<file path="src/rtl/vga_console_portb_arb.sv">
// vga_console_portb_arb
// Arbitrates RAM port B of the console character/attribute RAM between the
// host bus and a clear/scroll engine. The engine either fills the text area
// with a fill word, or scrolls it up one row and blanks the last row.
//
// Ports:
//   clk, rst                       clock (also RAM port B clock), sync active-high reset
//   host_valid/ready/addr/wstrobe/wdata   host access request (wstrobe==0 is a read)
//   host_rdata/host_rvalid         read data, valid the cycle after an accepted read
//   cmd_clear/cmd_scroll/fill_word command pulses and fill value
//   cmd_busy/cmd_done              engine active / one-cycle completion pulse
//   ram_addr/ram_wstrobe/ram_wdata/ram_rdata   RAM port B (1-cycle read latency)
//
// Build option: VGA_ARB_HOST_INTERLEAVE_EN lets the host steal port B while
// the engine runs; the engine stalls for each stolen cycle.
//
// state  | meaning
// IDLE   | host owns port B, commands accepted
// CLR    | write fill word to word idx
// SCR_RD | read word idx+ROW_WORDS
// SCR_WR | write word idx with the word just read
// FILL   | blank last row with fill word
// DONE   | one-cycle cmd_done pulse
module vga_console_portb_arb #(
  parameter int ADDR_WIDTH = 10,
  parameter int ROW_WORDS  = 40,
  parameter int ROWS       = 25
) (
  input  logic                  clk,
  input  logic                  rst,
  input  logic                  host_valid,
  output logic                  host_ready,
  input  logic [ADDR_WIDTH-1:0] host_addr,
  input  logic [3:0]            host_wstrobe,
  input  logic [31:0]           host_wdata,
  output logic [31:0]           host_rdata,
  output logic                  host_rvalid,
  input  logic                  cmd_clear,
  input  logic                  cmd_scroll,
  input  logic [31:0]           fill_word,
  output logic                  cmd_busy,
  output logic                  cmd_done,
  output logic [ADDR_WIDTH-1:0] ram_addr,
  output logic [3:0]            ram_wstrobe,
  output logic [31:0]           ram_wdata,
  input  logic [31:0]           ram_rdata
);

  localparam int IW = ADDR_WIDTH + 1;

  localparam logic [2:0] S_IDLE   = 3'd0;
  localparam logic [2:0] S_CLR    = 3'd1;
  localparam logic [2:0] S_SCR_RD = 3'd2;
  localparam logic [2:0] S_SCR_WR = 3'd3;
  localparam logic [2:0] S_FILL   = 3'd4;
  localparam logic [2:0] S_DONE   = 3'd5;

  localparam logic [IW-1:0]         LAST_WORD  = IW'(ROWS * ROW_WORDS - 1);
  localparam logic [IW-1:0]         SCR_LAST   = IW'((ROWS - 1) * ROW_WORDS - 1);
  localparam logic [IW-1:0]         FILL_START = IW'((ROWS - 1) * ROW_WORDS);
  localparam logic [ADDR_WIDTH-1:0] ROW_OFS    = ADDR_WIDTH'(ROW_WORDS);

  logic [2:0]            state;
  logic [IW-1:0]         idx;
  logic [31:0]           fillReg;
  logic [31:0]           holdReg;
  logic                  engRdPrev;
  logic                  rvalidReg;
  logic [ADDR_WIDTH-1:0] lastAddr;
  logic [31:0]           lastWdata;

  logic                  hostFire;
  logic                  engActive;
  logic                  engStall;
  logic [31:0]           scrData;
  logic [ADDR_WIDTH-1:0] addrC;
  logic [3:0]            strobeC;
  logic [31:0]           wdataC;

`ifdef VGA_ARB_HOST_INTERLEAVE_EN
  assign host_ready = 1'b1;
`else
  assign host_ready = (state == S_IDLE);
`endif

  assign hostFire  = host_valid && host_ready;
  assign engActive = (state == S_CLR) || (state == S_SCR_RD) ||
                     (state == S_SCR_WR) || (state == S_FILL);
  // Only reachable with interleave enabled; otherwise host_ready is low here.
  assign engStall  = hostFire && engActive;

  // Read data arrives the cycle after SCR_RD; a steal in between parks it in holdReg.
  assign scrData = engRdPrev ? ram_rdata : holdReg;

  always_comb begin
    addrC   = lastAddr;
    strobeC = 4'b0000;
    wdataC  = lastWdata;
    if (rst) begin
      // Keep the RAM quiet while reset is held, even mid-command.
      addrC  = '0;
      wdataC = '0;
    end else if (hostFire) begin
      addrC   = host_addr;
      strobeC = host_wstrobe;
      wdataC  = host_wdata;
    end else begin
      case (state)
        S_CLR, S_FILL: begin
          addrC   = idx[ADDR_WIDTH-1:0];
          strobeC = 4'b1111;
          wdataC  = fillReg;
        end
        S_SCR_RD: addrC = idx[ADDR_WIDTH-1:0] + ROW_OFS;
        S_SCR_WR: begin
          addrC   = idx[ADDR_WIDTH-1:0];
          strobeC = 4'b1111;
          wdataC  = scrData;
        end
        default: ;
      endcase
    end
  end

  always_ff @(posedge clk) begin
    if (rst) begin
      state     <= S_IDLE;
      idx       <= '0;
      fillReg   <= '0;
      holdReg   <= '0;
      engRdPrev <= 1'b0;
      rvalidReg <= 1'b0;
      lastAddr  <= '0;
      lastWdata <= '0;
    end else begin
      rvalidReg <= hostFire && (host_wstrobe == 4'b0000);
      engRdPrev <= (state == S_SCR_RD) && !engStall;
      if (engRdPrev) holdReg <= ram_rdata;
      lastAddr  <= addrC;
      lastWdata <= wdataC;
      if (!engStall) begin
        case (state)
          S_IDLE: begin
            if (cmd_clear) begin
              state   <= S_CLR;
              fillReg <= fill_word;
              idx     <= '0;
            end else if (cmd_scroll) begin
              state   <= S_SCR_RD;
              fillReg <= fill_word;
              idx     <= '0;
            end
          end
          S_CLR, S_FILL: begin
            if (idx == LAST_WORD) state <= S_DONE;
            else                  idx   <= idx + 1'b1;
          end
          S_SCR_RD: state <= S_SCR_WR;
          S_SCR_WR: begin
            if (idx < SCR_LAST) begin
              idx   <= idx + 1'b1;
              state <= S_SCR_RD;
            end else begin
              idx   <= FILL_START;
              state <= S_FILL;
            end
          end
          S_DONE:  state <= S_IDLE;
          default: state <= S_IDLE;
        endcase
      end
    end
  end

  assign host_rdata  = ram_rdata;
  assign host_rvalid = rvalidReg;
  assign cmd_busy    = engActive;
  assign cmd_done    = (state == S_DONE);
  assign ram_addr    = addrC;
  assign ram_wstrobe = strobeC;
  assign ram_wdata   = wdataC;

endmodule

</file>
<file path="config.mk">
export PLATFORM = sky130hd
export DESIGN_NAME = vga_console_portb_arb
export DESIGN_NICKNAME = d
export VERILOG_FILES = /design/src/rtl/vga_console_portb_arb.sv
export SDC_FILE = /design/constraint.sdc
export NUM_CORES = 1
export LEC_CHECK = 0
export BUFFER_PORTS_ARGS = -buffer_cell sky130_fd_sc_hd__buf_2
export CORE_UTILIZATION = 51
export CTS_CLUSTER_DIAMETER = 200
export CTS_CLUSTER_SIZE = 25
export DETAILED_ROUTE_END_ITERATION = 10
export PLACE_DENSITY = 0.8
export SYNTH_ARGS = -nofsm -noshare
export SYNTH_HDL_FRONTEND = slang
export SYNTH_SLANG_ARGS = --single-unit
</file>
<file path="constraint.sdc">
create_clock -name clk -period 1.92 [get_ports clk]
set_input_delay 0.288 -clock clk [delete_from_list [all_inputs] [get_ports clk]]
set_output_delay 0.288 -clock clk [all_outputs]
set_load 0.01 [all_outputs]
</file>
Yosys cells after proc, flatten, opt, wreduce, memory -nomap -nowiden
Index checks and enable logic that the tools add are counted.
W data, S select, Z words.
Storage, ports and cells
  register bits: 122
  input bits: 115
  output and inout port bits: 82
Operators by class
  add/subtract/negate cells: 2
  order comparisons: 1
  eq/ne operators: 9
  multiplexer cells: 22
  bitwise gates (word level): 1
  reduce and logical (&&, ||, !) cells: 17
Operators with widths (number)
  $mux W32: 5
  $pmux W32 S2: 1
  $mux W11: 4
  $pmux W11 S3: 1
  $mux W10: 2
  $pmux W10 S2: 1
  $mux W3: 4
  $mux W4: 3
  $pmux W3 S4: 1
  $add A11 B1 Y11 const B: 1
  $eq A11 B10 Y1 const B: 1
  $lt A11 B10 Y1 const B: 1
  $add A10 B6 Y10 const B: 1
  $eq A3 B2 Y1 const B: 2
  $eq A3 B3 Y1 const B: 2
  $reduce_and A3 Y1: 2
  $logic_and A1 B1 Y1: 4
  $logic_not A4 Y1: 1
  $ne A2 B2 Y1 const B: 2
  $reduce_and A4 Y1: 1
  $eq A3 B1 Y1 const B: 1
  $logic_not A3 Y1: 1
  $logic_or A1 B1 Y1: 3
  $ne A3 B1 Y1 const B: 1
  other kinds (6): 6

Longest topological paths before layout
Gate-level depths: netlist (run 1).
  depth in word-level cells: 7
  gate-level depth with buffers: 7
  mapped depth without buffers: 6

Worst setup path before layout (run 1)
Ideal clock, no wire load.
  kind: reg-to-output
  start: register idx[3]
  end: output ram_addr[8]
  data arrival time: 1.674 ns
  slack: -0.042 ns
  stages on the path, launching flop included: 6
  buffers on the path: 1
  path through: dfxtp_1 -> clkbuf_1 -> a21oi_1 -> nor2_1 -> xnor2_1 -> a2111oi_0
Between the ends
  cells in the longest elaborated chain, start to end: 4
Ends and longest elaborated chain
  from (decl): RTL line 64  | logic [IW-1:0] idx;
  from (signal assigned): RTL line 156  | else idx <= idx + 1'b1;
  from (signal assigned): RTL line 161  | idx <= idx + 1'b1;
  $add A10 B6 Y10: RTL line 114  | S_SCR_RD: addrC = idx[ADDR_WIDTH-1:0] + ROW_OFS;
  $pmux W10 S2: RTL line 108  | case (state)
  $mux W10: RTL line 103  | end else if (hostFire) begin
  $mux W10: RTL line 99  | if (rst) begin
  to (decl): RTL line 43  | output logic [ADDR_WIDTH-1:0] ram_addr,
No other way between the ends.

Worst setup path after layout (run 1)
  start: register state[0]
  end: output ram_wdata[6]
Between the ends
  cells in the longest elaborated chain, start to end: 5
  elaborated cells between the ends (all ways): 9
Ends and longest elaborated chain
  from (decl): RTL line 63  | logic [2:0] state;
  from (signal assigned): RTL line 127  | state <= S_IDLE;
  from (signal assigned): RTL line 145  | state <= S_CLR;
  from (signal assigned): RTL line 149  | state <= S_SCR_RD;
  $eq A3 B1 Y1 / $eq A3 B3 Y1 (equally long branches): RTL line 108
  $reduce_or A2 Y1: RTL line 108
  $pmux W32 S2: RTL line 108
  $mux W32 *: RTL line 103
  $mux W32 *: RTL line 99
  to (decl): RTL line 45  | output logic [31:0] ram_wdata,
Mark *: on every way between the ends. The rest lies on a longest branch, timed or not.

==> results of run 1 <==
[metal layers]
metal	global-route usage (%)	wire, um	up-vias
met5	0	0	-
met4	14.1	1560	0
met3	7.84	2370	155
met2	59.5	12700	592
met1	38.6	9490	3536
li1	-	-	3174
[path summary, 6_finish.rpt]
check	to	from	cells past startpoint	slack (ns)
worst min-delay path	host_rvalid	host_wstrobe[3]	2	0.04
worst max register to register	idx[6]	state[0]	6	-0.11
worst min register to register	fillReg[30]	fillReg[30]	2	0.47
worst max-delay path	ram_wdata[6]	state[0]	7	-0.62
[stage by stage]
| stage | power (mW) | util [%] | area (um^2) |
|---|---|---|---|
| final | 14.9 | 84.5 | 9780 |
| after global routing | 15.3 | 84.5 | 9770 |
| after CTS | 13.0 | 78.5 | 9080 |
| after detailed placement | 7.96 | 66.0 | 7640 |
| after global placement | 7.89 | 66.0 | 7640 |
| after floorplan | 6.10 | - | 6120 |
[layout by cell type (no fill, tap or decap), types with 6 or more instances in the layout]
| master | synthesis | routed |
|---|---|---|
| buf_2 | 19 | 195 |
| nand2_1 | 84 | 80 |
| a221oi_2 | 0 | 11 |
| buf_4 | 32 | 91 |
| a21oi_1 | 58 | 44 |
| a221oi_4 | 0 | 21 |
| mux2i_1 | 36 | 33 |
| bufinv_16 | 0 | 6 |
| a211oi_2 | 0 | 31 |
| buf_12 | 0 | 17 |
| nand3_1 | 6 | 6 |
| a31oi_1 | 7 | 7 |
| buf_6 | 4 | 16 |
| nor2_4 | 0 | 8 |
| inv_1 | 8 | 7 |
| a21oi_2 | 0 | 13 |
| a211oi_1 | 75 | 44 |
| o21ai_0 | 12 | 8 |
| nor3_1 | 15 | 13 |
| nor2_1 | 123 | 94 |
| dfxtp_1 | 122 | 114 |
| clkbuf_16 | 0 | 21 |
| nor2_2 | 1 | 22 |
[cell type report]
| type | instances | area [um^2] |
|---|---|---|
| Multi-Input combinational cell | 524 | 4070 |
| Fill cell | 606 | 1790 |
| Clock buffer | 18 | 439 |
| Antenna cell | 1 | 2.50 |
| Sequential cell | 122 | 2460 |
| Inverter | 8 | 30.0 |
| Clock inverter | 13 | 238 |
| Tap cell | 143 | 179 |
| Timing Repair Buffer | 326 | 2360 |
[registers in the layout, summed over array words and instances, names as in the netlist]
signal and flops:
fillReg 32, idx 11, lastWdata 32, holdReg 32, state 3, host_rvalid 1, lastAddr 10, engRdPrev 1
[power by group through the flow]
stage / clock [mW] / sequential (mW) / combinational [mW]
2_1_floorplan: 0 / 3.24 / 2.86
3_3_place_gp: 0 / 3.30 / 4.59
3_5_place_dp: 0 / 3.31 / 4.65
4_1_cts: 3.68 / 3.38 / 5.93
5_1_grt: 3.90 / 3.54 / 7.86
6_report: 3.78 / 3.51 / 7.58
[logic make-up (layout without fill, tap and decap cells)]
logic type / count (synthesis) / count (layout) / synth area share [%]
buf+inv: 109 / 365 / 9.52
fa+ha+maj: 3 / 3 / 0.613
mux: 36 / 36 / 5.88
simple gates: 260 / 261 / 18.2
flops: 122 / 122 / 39.9
compound gates: 215 / 215 / 24.5
other cells: 0 / 1 / 0
xor+xnor: 9 / 9 / 1.41
[what timing repair did]
| item | in CTS | in global routing |
|---|---|---|
| hold endpoints to repair | 0 | 0 |
| gates resized for setup | 114 | 89 |
| setup buffers | 16 | 14 |
| setup endpoints to repair | 50 | 59 |
| pin swaps | 24 | 31 |
| cloned | 4 | 4 |
==> summary.md, run 1 <==
| Metric | Value |
|---|---|
| DR vias | `~7,500` |
| Slowest-stage cell, CP | `dfxtp_4` |
| P_leak | `3.92 nW` |
| H-tree levels | `4` |
| Worst setup path class | `register to output port` |
| CP max FO | `9` |
| Setup slack at placement | `-0.105 ns` |
| First-pass GRT wire length | `roughly 33 mm` |
| Top cell type's share of synthesized area | `39.9%` |
| Remaining DRCs | `14` |
| P&R area growth vs syn | `59.6%` |
| I/O Pins | `197` |
| Dpl hpwl | `around 12 mm` |
| Overflow after GRT | `0` |
| PD cells | `approximately 1500 nW/um^2` |
| Syn nets | `just under 900` |
| Area leader, netlist | `dfxtp_1` |
| Power share of the combinational group | `approximately half` |
| Setup crit end kind | `output port` |
| RSZ-0062 raised after global routing | `true` |
| Buf/Inv on CP | `3` |
| Clock share of power | `between 20 and 30%` |
| Die area | `roughly 12,000 um^2` |
| CTS tree | `done` |
| Clk_lat worst skew | `~0.43 ns` |
| Max rail drop VDD | `about 0.9 mV` |
| Status | `complete, but fails checks` |
| Sequential share of power | `a little under a quarter` |
| Nets | `~1,100` |
| Post-layout instance count excluding filler cells | `1,155` |
| Least-Margin Pin Slew | `roughly 0.52 ns` |
| Row count | `39` |
| Internal | `just over 9 mW` |
| Core footprint | `~12,000 um^2` |
| Gpl congestion | `a little over 0.9` |
| Failing checks | `design-rule violations, negative setup slack` |
| Initial antenna violation count | `1` |
| Arrival time at the worst endpoint | `between 2 and 2.5 ns` |
| Post-Syn Area | `around 6100 um^2` |
| Max Cap Violations | `0` |
| DRT antenna net count | `0` |
| Startpoint Class | `register` |
| Die Height | `around 110 um` |
| Clock transition at path regs | `around 0.060 ns` |
| Tcrit/Tclk final | `132%` |
| FMAX | `approximately 390 MHz` |
| Main flop type after synthesis | `dfxtp_1` |
| Post-synth top cells | `123 x nor2_1, 122 x dfxtp_1, 84 x nand2_1, 75 x a211oi_1, 58 x a21oi_1` |
| Final setup vio count | `between 60 and 70` |
| Die Span X | `~110 um` |
| DR iter-0 viols | `892` |
| CTS root buf | `clkbuf_16` |
| CP top delay family | `buffers and inverters` |
| Number of hold violations in the final report | `0` |
| Pre-Repair DR Iteration Count | `9` |
| Starting Density | `between 50% and 60%` |
| Routed wire length | `approximately 26 mm` |
| Hold slack | `slightly above 0.04 ns` |
| Post-DR wirelength/cell | `approximately 23 um` |
| Top-count cell post-synth | `nor2_1` |
| Yosys Warn Count | `0` |
| Cell breakdown of the critical path | `buf_4, nor3b_4, nor2_4, clkbuf_16, a221oi_2, a211oi_1, buf_2` |
| Total GRT Usage | `roughly 34%` |
| Number of global-route vias before repair | `around 6,700` |
| CP peak stage delay | `approximately 0.36 ns` |
| Post-synth ARST share | `0%` |
| Clk sinks | `roughly 120` |
| Net Sw Frac | `between 30% and 40%` |
| Cells after Synth | `754` |
| Cts hold-fix bufs | `0` |
| Cells after DPL | `about 1,100` |
| Synth cell types | `52` |
| Drt via density | `6.46` |
| Worst EP required | `about 1.6 ns` |
| Slew Limit Fails | `0` |
| Switching power | `5.80 mW` |
| Largest net degree at the start of global routing | `39` |
| EDFF count, synth | `0` |
| Final WS setup | `-0.622 ns` |
| Layout cells sized above 1 | `between 50% and 60%` |
| Fin crit period | `approximately 2.5 ns` |
| Setup TNS | `-23.75 ns` |
| Max transition margin | `between 60% and 70%` |
| Worst-case clock buffer depth | `2` |
| Synthesized flop and latch total | `122` |
| CTS buffer count | `17` |
| Worst Clk Skew | `0.0125 ns` |
| Register area share after synthesis | `between 30 and 40%` |
| Hold Crit Class | `input port to register` |
| Synth top area cells | `dfxtp_1 40%, a211oi_1 9.2%, nor2_1 7.5%` |
| Syn avg cell area | `8.12 um^2` |
| Port Buf Inserts | `about 200` |
Note: power is estimated with default switching activity, not from simulation.
==> inputs of run 2 (changes only) <==
--- a/config.mk
+++ b/config.mk
@@ -11,6 +11,7 @@
 export CTS_CLUSTER_SIZE = 25
 export DETAILED_ROUTE_END_ITERATION = 10
 export PLACE_DENSITY = 0.8
+export SKIP_CTS_REPAIR_TIMING = 1
 export SYNTH_ARGS = -nofsm -noshare
 export SYNTH_HDL_FRONTEND = slang
 export SYNTH_SLANG_ARGS = --single-unit
==> run 2 against run 1 <==
- the run still ends with design-rule violations, negative setup slack left
- register-to-register slack better by 0.07 ns
- maximum frequency up 3.0%
- power down 4.8%
- die area unchanged
- first-iteration DRC count down 15%
- sequential cell count unchanged
- count of clock-buffer cells in the layout unchanged
- largest cell class unchanged
==> summary.md, run 2 (synthesis results as in run 1) <==
| Metric | Value |
|---|---|
| DR iter-0 viols | `762 (-15%)` |
| Pre-Repair DR Iteration Count | `8 (-1)` |
| Max transition margin | `69.7% (+4.8 points)` |
| Gpl congestion | `0.914 (unchanged)` |
| Dpl hpwl | `12.4 mm (unchanged)` |
| Cell breakdown of the critical path | `buf_4, nor3b_4, nor2_4, clkbuf_16, a221oi_4, a211oi_2, buf_2` |
| Reg2Reg Capture Point | `idx[3]` |
| Core Util, Final | `81.8% (-2.7 points)` |
| Starting Density | `52.9% (unchanged)` |
| Antenna Cells | `0 (-1)` |
| Worst-case clock buffer depth | `2 (unchanged)` |
| Reg-to-reg startpoint | `state[0]` |
| Status | `complete, but fails checks` |
| Overflow after GRT | `0 (unchanged)` |
| CTS buffer count | `17 (unchanged)` |
| First-pass GRT wire length | `28.6 mm (-14%)` |
| Number of hold violations in the final report | `0 (unchanged)` |
| CP max FO | `9 (unchanged)` |
| RSZ-0062 raised after global routing | `true` |
| Number of global-route vias before repair | `6,125 (-9.0%)` |
| I/O Pins | `197 (unchanged)` |
| Worst setup path class | `register to output port` |
| PD cells | `1500 nW/um^2 (-1.7%)` |
| Routed wire length | `23.3 mm (-11%)` |
| Buf/Inv on CP | `3 (unchanged)` |
| Slew Limit Fails | `0 (unchanged)` |
| CTS tree | `done` |
| Max Cap Violations | `0 (unchanged)` |
| Worst Clk Skew | `0.00857 ns (-0.00394 ns)` |
| Port Buf Inserts | `196 (unchanged)` |
| Setup TNS | `-20.61 ns (+3.14 ns)` |
| Slowest-stage cell, CP | `a221oi_4` |
| Hold Crit Class | `input port to register` |
| Final setup vio count | `50 (-23%)` |
| Total GRT Usage | `28.5% (-5.0 points)` |
| P&R area growth vs syn | `54.6%` |
| Reg2reg path depth | `8 (+2)` |
| Clk sinks | `122 (unchanged)` |
| CP peak stage delay | `0.39 ns (+0.03 ns)` |
| Worst EP required | `1.63 ns (about the same)` |
| Die area | `12,400 um^2 (unchanged)` |
| Arrival time at the worst endpoint | `2.18 ns (-0.07 ns)` |
| CTS root buf | `clkbuf_16` |
| Startpoint Class | `register` |
| Commonest non-fill, non-tap cells in the layout | `195 x buf_2, 118 x dfxtp_1, 101 x nor2_1` |
| Fin crit period | `2.47 ns (-0.0738 ns)` |
| Layout cells sized above 1 | `46.9% (-3.2 points)` |
| Core footprint | `11,600 um^2 (unchanged)` |
| Hold Path End | `host_rvalid` |
| Final WS setup | `-0.548 ns (+0.0738 ns)` |
| R2R Setup Slk | `-0.04 ns (+0.07 ns)` |
| FMAX | `405 MHz (+3.0%)` |
| Post-DR wirelength/cell | `20.4 um (-10%)` |
| Clk_lat worst skew | `0.43 ns (about the same)` |
| P_leak | `3.84 nW (-2.2%)` |
| Hold depth | `2 (unchanged)` |
| Die Span X | `112 um (unchanged)` |
| Nets | `1,107 (-0.90%)` |
| Least-Margin Pin Slew | `0.451 ns (-0.0709 ns)` |
| Most common cell after layout, fill and taps aside | `buf_2` |
| Largest net degree at the start of global routing | `39 (unchanged)` |
| Tcrit/Tclk final | `129% (-3.8 points)` |
| Failing checks | `design-rule violations, negative setup slack` |
| Biggest regs | `fillReg (32), holdReg (32), lastWdata (32)` |
| Remaining DRCs | `7 (-7)` |
| Worst hold start | `host_wstrobe[3]` |
| Setup crit end kind | `output port` |
| DRT antenna net count | `0 (unchanged)` |
| H-tree levels | `4 (unchanged)` |
| Clock transition at path regs | `0.06 ns (about the same)` |
| Initial antenna violation count | `1 (unchanged)` |
| CP top delay family | `buffers and inverters` |
| Drt via density | `6.15 (-4.8%)` |
| Max rail drop VDD | `0.852 mV (-5.0%)` |
| Die Height | `112 um (unchanged)` |
| Row count | `39 (unchanged)` |
| DR vias | `7,033 (-5.7%)` |
-- run 2: layer usage --
metal	share of wire, %	global-route usage, %	routed length, um	vias up
li1	-	-	-	3154
met1	38	34.9	8890	3367
met2	50	48.8	11600	421
met3	8.2	5.72	1910	89
met4	3.6	11.9	839	2
met5	0.056	0	13	-
-- run 2: power breakdown --
part           leakage [nW]  switching (mW)  total [mW]  internal [mW]
registers              1.00           0.410        3.47           3.06
clock network         0.320            1.27        3.75           2.47
logic                  2.52            3.74        6.95           3.21
total                  3.84            5.42        14.2           8.74
-- run 2: area by class of cell --
type	count	area [um^2]
Clock buffer	18	439
Fill cell	657	2100
Multi-Input combinational cell	524	3870
Inverter	8	30.0
Sequential cell	122	2450
Tap cell	143	179
Clock inverter	13	238
Timing Repair Buffer	316	2250
-- run 2: worst max path at each step --
stage / from / end / depth (start not counted)
floorplan: state[1] / ram_wdata[0] / 6
global placement: state[1] / ram_wdata[31] / 7
detailed placement: state[2] / ram_wstrobe[3] / 7
CTS: state[0] / ram_wdata[5] / 7
global route: state[0] / ram_wdata[27] / 8
finish: state[0] / ram_wdata[8] / 7
-- run 2: through the flow --
stage	setup slack [ns]	hold slack [ns]	total power [mW]	area (um^2)	instances
floorplan	-0.0410	0.365	6.10	6120	754
global placement	-0.0444	0.442	7.89	7640	1085
detailed placement	-0.105	0.447	7.96	7640	1085
CTS	-0.562	0.0451	11.7	8310	1116
global route	-0.642	0.0568	14.6	9470	1144
finish	-0.548	0.0388	14.2	9470	1144
-- run 2: worst reg2reg max path: stages, from the launching register on --
cell,delay (ns)
dfxtp_2,0.34
buf_6,0.17
or2_4,0.26
buf_4,0.15
buf_4,0.15
o21ai_4,0.18
nand2_2,0.12
or3_1,0.37
a31oi_1,0.16
